==> config.mk <==
export PLATFORM = sky130hd
export DESIGN_NAME = fifo_wr_ctrl
export DESIGN_NICKNAME = d
export VERILOG_FILES = /design/src/rtl/fifo_wr_ctrl.sv
export SDC_FILE = /design/constraint.sdc
export NUM_CORES = 1
export LEC_CHECK = 0
export BUFFER_PORTS_ARGS = -buffer_cell sky130_fd_sc_hd__buf_4
export CAP_MARGIN = 10
export CORE_MARGIN = 2
export CORE_UTILIZATION = 25
export CTS_CLUSTER_SIZE = 12
export DETAILED_ROUTE_END_ITERATION = 10
export PLACE_DENSITY = 0.53
export SKIP_LAST_GASP = 1
export SYNTH_ARGS = -nofsm -noshare
export SYNTH_HDL_FRONTEND = slang
export SYNTH_SLANG_ARGS = --single-unit
==> constraint.sdc <==
create_clock -name clk -period 4.2 [get_ports clk]
set_input_delay 0.42 -clock clk [delete_from_list [all_inputs] [get_ports clk]]
set_output_delay 0.42 -clock clk [all_outputs]
set_load 0.1 [all_outputs]
==> src/rtl/fifo_wr_ctrl.sv <==
// Write-domain half of a dual-clock FIFO: synchronises the remote Gray read pointer,
// advances the binary/Gray write pointers and derives registered full/almost_full/free/overflow.
module fifo_wr_ctrl #(
    parameter int ADDR_WIDTH   = 9,
    parameter int SYNC_STAGES  = 2,
    parameter int AFULL_THRESH = 4
) (
    input  logic                  clk,
    input  logic                  w_rst,
    input  logic                  w_en,
    input  logic                  ovf_clr,
    input  logic [ADDR_WIDTH:0]   gray_rptr,
    output logic [ADDR_WIDTH-1:0] waddr,
    output logic                  wclk_en,
    output logic [ADDR_WIDTH:0]   binary_wptr,
    output logic [ADDR_WIDTH:0]   gray_wptr,
    output logic                  full,
    output logic                  almost_full,
    output logic [ADDR_WIDTH:0]   wr_free,
    output logic                  overflow
);

    localparam int AW    = ADDR_WIDTH;
    localparam int PW    = ADDR_WIDTH + 1;
    localparam int DEPTH = 1 << ADDR_WIDTH;
    localparam logic [PW-1:0] DEPTH_V   = PW'(DEPTH);
    localparam logic [PW-1:0] AFULL_V   = PW'(AFULL_THRESH);
    localparam logic          AFULL_RST = (DEPTH <= AFULL_THRESH);

    function automatic logic [PW-1:0] gray2bin(input logic [PW-1:0] g);
        logic [PW-1:0] b;
        b[PW-1] = g[PW-1];
        for (int i = PW - 2; i >= 0; i--) begin
            b[i] = b[i+1] ^ g[i];
        end
        return b;
    endfunction

    logic [PW-1:0] sync_q [SYNC_STAGES];
    logic [PW-1:0] rsync;
    logic [PW-1:0] rbin;

    logic [PW-1:0] wptr_q, wptr_d;
    logic [PW-1:0] gray_q, gray_d;
    logic [PW-1:0] used_d;
    logic [PW-1:0] free_q, free_d;
    logic          full_q, full_d;
    logic          afull_q, afull_d;
    logic          ovf_q, ovf_d;
    logic          wr_accept;

    assign rsync = sync_q[SYNC_STAGES-1];
    assign rbin  = gray2bin(rsync);

    assign wr_accept = w_en & ~full_q;

    always_comb begin
        wptr_d  = wptr_q + {{AW{1'b0}}, wr_accept};
        gray_d  = wptr_d ^ (wptr_d >> 1);
        // Full when the next write pointer has lapped the read pointer by exactly one wrap.
        full_d  = (gray_d == {~rsync[AW:AW-1], rsync[AW-2:0]});
        used_d  = wptr_d - rbin;
        free_d  = DEPTH_V - used_d;
        afull_d = (free_d <= AFULL_V);
        // Set dominates clear when both happen on the same edge.
        ovf_d   = (w_en & full_q) | (ovf_q & ~ovf_clr);
    end

    always_ff @(posedge clk or negedge w_rst) begin
        if (!w_rst) begin
            for (int i = 0; i < SYNC_STAGES; i++) begin
                sync_q[i] <= '0;
            end
            wptr_q  <= '0;
            gray_q  <= '0;
            full_q  <= 1'b0;
            afull_q <= AFULL_RST;
            free_q  <= DEPTH_V;
            ovf_q   <= 1'b0;
        end else begin
            sync_q[0] <= gray_rptr;
            for (int i = 1; i < SYNC_STAGES; i++) begin
                sync_q[i] <= sync_q[i-1];
            end
            wptr_q  <= wptr_d;
            gray_q  <= gray_d;
            full_q  <= full_d;
            afull_q <= afull_d;
            free_q  <= free_d;
            ovf_q   <= ovf_d;
        end
    end

    assign waddr       = wptr_q[AW-1:0];
    assign wclk_en     = wr_accept;
    assign binary_wptr = wptr_q;
    assign gray_wptr   = gray_q;
    assign full        = full_q;
    assign almost_full = afull_q;
    assign wr_free     = free_q;
    assign overflow    = ovf_q;

endmodule

# After elaboration in Yosys (flattened, before gate mapping)

Index checks and enable logic that the tools add are counted.

Register bits: 53
Input bits: 14
Output and inout port bits: 43
Logic and storage cells: 30

Add/sub/neg operators: 3
Order comparisons: 1
Equality and inequality tests: 1
Bitwise operators: 17

Operators with widths:

| cell                   | count |
|---|---|
| $add 10x1->10          | 1 |
| $eq 10x10->1           | 1 |
| $le 10x3->1 const B    | 1 |
| $sub 10x10->10         | 1 |
| $sub 10x10->10 const A | 1 |
| $xor 10x9->10          | 1 |
| $xor 1x1->1            | 9 |
| $and 1x1->1            | 3 |
| $not 1->1              | 2 |
| $not 2->2              | 1 |
| $or 1x1->1             | 1 |

# Longest topological paths before layout

Word-level depth: 12
Depth in mapped cells: 17
Depth with buffers taken out: 17

# Least setup slack after synthesis

Ideal clock, no wire load.

Path type: reg2reg
Start: register full_q, in the netlist full
End: register afull_q, in the netlist almost_full
Setup time: 86 ps
Arrival: 5375 ps
Required time: 4114 ps
Setup slack: -1261 ps
Cell stages (with the launch flop): 16
Cell sequence: dfrtp_1 nor2b_1 ha_1 ha_1 buf_4 xor2_4 inv_1 ha_1 inv_1 fa_1 nor2b_1 o31a_1 a21oi_1 or4b_1 or3_1 nor3_1

Word-level cells in the longest chain between the ends: 6

Ends and longest elaborated chain:

| what                   | line | text |
|---|---|---|
| from (decl)            | 47   | `logic full_q, full_d;` |
| from (signal assigned) | 87   | `full_q <= full_d;` |
| $not 1->1              | 55   | `assign wr_accept = w_en & ~full_q;` |
| $and 1x1->1            | 55   |  |
| via wclk_en            | 14   | `output logic wclk_en,` |
| $add 10x1->10          | 58   | `wptr_d = wptr_q + {{AW{1'b0}}, wr_accept};` |
| via wptr_d[2]          | 43   | `logic [PW-1:0] wptr_q, wptr_d;` |
| $sub 10x10->10         | 62   | `used_d = wptr_d - rbin;` |
| $sub 10x10->10         | 63   | `free_d = DEPTH_V - used_d;` |
| via free_d[5]          | 46   | `logic [PW-1:0] free_q, free_d;` |
| $le 10x3->1            | 64   | `afull_d = (free_d <= AFULL_V);` |
| via afull_d            | 48   | `logic afull_q, afull_d;` |
| to (signal assigned)   | 88   | `afull_q <= afull_d;` |
| to (decl)              | 48   |  |

The timed path passes the listed nets, and every way through them passes these cells.

# Worst setup path after layout

Start: register sync_q, in the netlist rsync[9]
End: register afull_q, in the netlist almost_full

Word-level cells in the longest chain between the ends: 12

Ends and longest elaborated chain:

| what                              | line | text |
|---|---|---|
| from (decl)                       | 39   | `logic [PW-1:0] sync_q [SYNC_STAGES];` |
| from (signal, indexed assignment) | 83   | `sync_q[i] <= sync_q[i-1];` |
| $xor 1x1->1 * (4 in a row)        | 34   | `b[i] = b[i+1] ^ g[i];` |
| $xor 1x1->1 (5 in a row)          | 34   |  |
| $sub 10x10->10 *                  | 62   |  |
| $sub 10x10->10 *                  | 63   |  |
| via free_d[5]                     | 46   |  |
| $le 10x3->1 *                     | 64   |  |
| via afull_d                       | 48   |  |

The timed path passes the listed nets; every way through them passes the cells marked *.

==> results.py <==
metrics = {
    "finish": {
        "fill_cells": 1107,
        "drive_above_1_share_pct": 31.7,
        "multiInputGateArea_sq_um": 1280,
        "syn_to_final_growth_pct": 26.7,
        "seqCellArea_sq_um": 1310,
        "fin_nets": 314,
        "antenna_cells": 0,
    },
    "timing": {
        "finalCriticalPeriod_ps": 3960,
        "report.final.setup_viol": 0,
        "worst_pin_slew_ps": 661,
        "rsz0062_at_grt": "no",
        "slew_headroom_pct": 55.9,
        "fmax_mhz": 252,
        "tns_ps": 0,
        "maxSlewViolCount": 0,
        "hold_viol_final": 0,
        "post-route-period-util_pct": 94.4,
        "skew_ps": 6.47,
    },
    "clocking": {
        "clk_pin_slew_ps": 100,
        "cts_hold_buffers": 0,
        "h-tree-depth": 2,
        "cts.path.max_buffers": 2,
        "cts_num_sinks": 52,
        "cts_root_buf": "clkbuf_8",
        "cts_made_buffers": 5,
        "cts_tree": "yes",
        "clock_latency_ps": 300,
    },
    "critical_path": {
        "cp_max_fo": 4,
        "rrSetupSlack_ps": 240,
        "cp.depth": 16,
        "endpoint": "almost_full",
        "regToRegStartpoint": "rsync[9]",
        "crit_path_start_kind": "register",
        "critPathLaunch": "rsync[9]",
        "cp.arrival_ps": 4190,
        "reg2regPathDepth": 16,
        "crit_path_end_kind": "register",
        "cp_slowest_cell": "or4b_1",
        "r2r_end": "almost_full",
        "crit_path_cell_trace": "xor2_2, xnor2_2, xor2_2, xnor2_2, xor2_2, xnor2_1, ha_1, ha_1, inv_1, fa_2, nor2b_2, o31a_1, a21oi_1, or4b_1, or3_1, nor3_1",
        "crit_type": "register to register",
        "required_ps": 4420,
        "critPathTopFamily": "XOR/XNOR gates",
        "cpMostUsedCell": "xor2_2",
        "path_buf_inv": 1,
        "max_stage_delay_ps": 510,
    },
    "die": {
        "die_area_sq_um": 11800,
        "io_pins": 57,
        "die_h_microns": 108,
        "core_sq_um": 10700,
        "die_x_microns": 108,
        "row_count": 38,
        "initial_core_util_pct": 25.4,
    },
    "synth": {
        "synthesis.instances": 228,
        "async_flop_share_pct": 100,
        "synth_edf_count": 0,
        "synthAdderAreaFrac_pct": 9.45,
        "synth_cell_types": 53,
        "synth_top_area_share_pct": 46.8,
        "syn_nets": 262,
        "synth_mux_area_share_pct": 0.779,
        "synth_xor_xnor_area_share_pct": 18.1,
        "synth_top_family_by_area": "XOR/XNOR gates",
        "syn_area_per_cell_sq_um": 12.0,
        "ys_ff_latch": 52,
        "seq_area_frac_synth_pct": 47.7,
        "synth_warnings": 0,
        "syn_area_sq_um": 2730,
        "synthFlopType": "dfrtp_1",
        "yosysMostFrequentCell": "dfrtp_1",
        "synthTopCellsByCount": "dfrtp_1 (51), xnor2_1 (20), ha_1 (19), inv_1 (19), xor2_1 (19)",
        "yosys.area_share.simple_pct": 8.62,
        "yosysTopAreaCell": "dfrtp_1",
        "synth_compound_area_share_pct": 8.25,
        "yosys-top-cells-area": "dfrtp_1 (47%), ha_1 (8.7%), xnor2_1 (6.4%)",
    },
    "placement": {
        "dpl.hpwl_mm": 4.09,
        "io_buffers": 56,
        "gp_congestion": 0.758,
    },
    "drt": {
        "vias": 1730,
        "drt_iter0_markers": 101,
        "wl_mm": 5.40,
        "routedWlPerCell_microns": 12.8,
        "drc": 0,
        "first_pass_iters": 4,
        "postRouteAntennaNets": 0,
        "via_per_inst": 4.11,
    },
    "grt": {
        "antenna_found_initial": 0,
        "track_usage_pct": 9.52,
        "overflow": 0,
        "grt_max_degree": 53,
        "grt_pass1_vias": 1678,
        "grt_pass1_wl_mm": 8.60,
    },
    "run": {
        "drv_cap": 0,
    },
    "outcome": {
        "status": "finished, final reports clean",
    },
    "min_path": {
        "min_path_type": "input pin to async pin",
    },
}
==> worst reg2reg max path, delay by kind of cell (launching register included) <==
kind,cells,cell delay [ps]
adders and majority gates,3,830
AOI/OAI and AO/OA,2,220
buffers and inverters,1,60
xor gates and xnor gates,6,1290
and+or+nand+nor,4,1080
DFF,1,420
==> worst min path at each step <==
stage	slack, ps	endpoint	cells after the start	from
4_1_cts	170	overflow	1	w_rst
3_5_place_dp	340	rsync[4]	0	sync_q[14]
2_1_floorplan	120	almost_full	0	w_rst
5_1_grt	190	wr_free[7]	1	w_rst
6_report	150	overflow	1	w_rst
3_3_place_gp	330	rsync[0]	0	sync_q[10]
==> logic make-up (layout without fill, tap and decap cells) <==
family | Yosys count | in the layout
XOR/XNOR | 46 | 46
buffers and inverters | 36 | 89
AND/OR/NAND/NOR | 38 | 38
adder cells (fa/ha/maj) | 20 | 20
flip-flops | 52 | 52
multiplexers | 2 | 2
AO/OA/AOI/OAI | 34 | 34
==> through the flow <==
step | util, % | instances | hold slack [ps] | setup slack, ps | area, sq um
floorplan | - | 228 | 124 | 52.6 | 2750
global placement | 30.2 | 409 | 334 | 184 | 3240
detailed placement | 30.2 | 409 | 339 | 92.7 | 3240
CTS | 31.6 | 417 | 171 | 33.8 | 3400
global route | 32.2 | 421 | 190 | 29.7 | 3460
finish | 32.2 | 421 | 146 | 237 | 3460
==> flip-flops by register name, indices dropped and copies added (netlist names) <==
name	cells
sync_q	10
almost_full	1
wr_free	10
binary_wptr	9
rsync	10
full	1
overflow	1
gray_wptr	10
==> cells in the final DEF, fill, tap and decap left out, types with 3 or more instances in the layout <==
master and n:
buf_4 62, dfrtp_1 50, inv_1 19, xnor2_1 19
ha_1 18, xor2_1 17, o21ai_0 8, a21oi_1 7
nand2_1 7, nor2_1 7, nor3_1 5, clkbuf_8 5
nand3_1 4, xor2_2 3, a31oi_1 3, xnor3_1 3
bufinv_16 3
==> area by class of cell <==
| type | instances | share of cell area [%] |
|---|---|---|
| tap | 140 | 5.07 |
| inverter | 19 | 2.06 |
| sequential | 52 | 37.8 |
| clock inverter | 3 | 2.61 |
| clock buffer | 5 | 1.99 |
| multi-input combinational | 140 | 37.0 |
| timing repair buffer | 62 | 13.5 |
==> routing by layer <==
| layer | global-route usage [%] | up-vias | wire, microns |
|---|---|---|---|
| met3 | 2.17 | 2 | 254 |
| met4 | 1.92 | 0 | 19 |
| met1 | 13.8 | 828 | 2680 |
| li1 | - | 859 | - |
| met2 | 14.5 | 41 | 2450 |
| met5 | 0 | - | 0 |
==> repair_timing <==
action,in CTS,in global routing
gates resized for setup,0,5
endpoints found under the hold margin,0,0
setup endpoints to repair,0,1
setup buffers,0,4
Power is left out: the tool's default activity adds up to more than one toggle a clock period on the data nets, which glitch-free logic cannot reach.
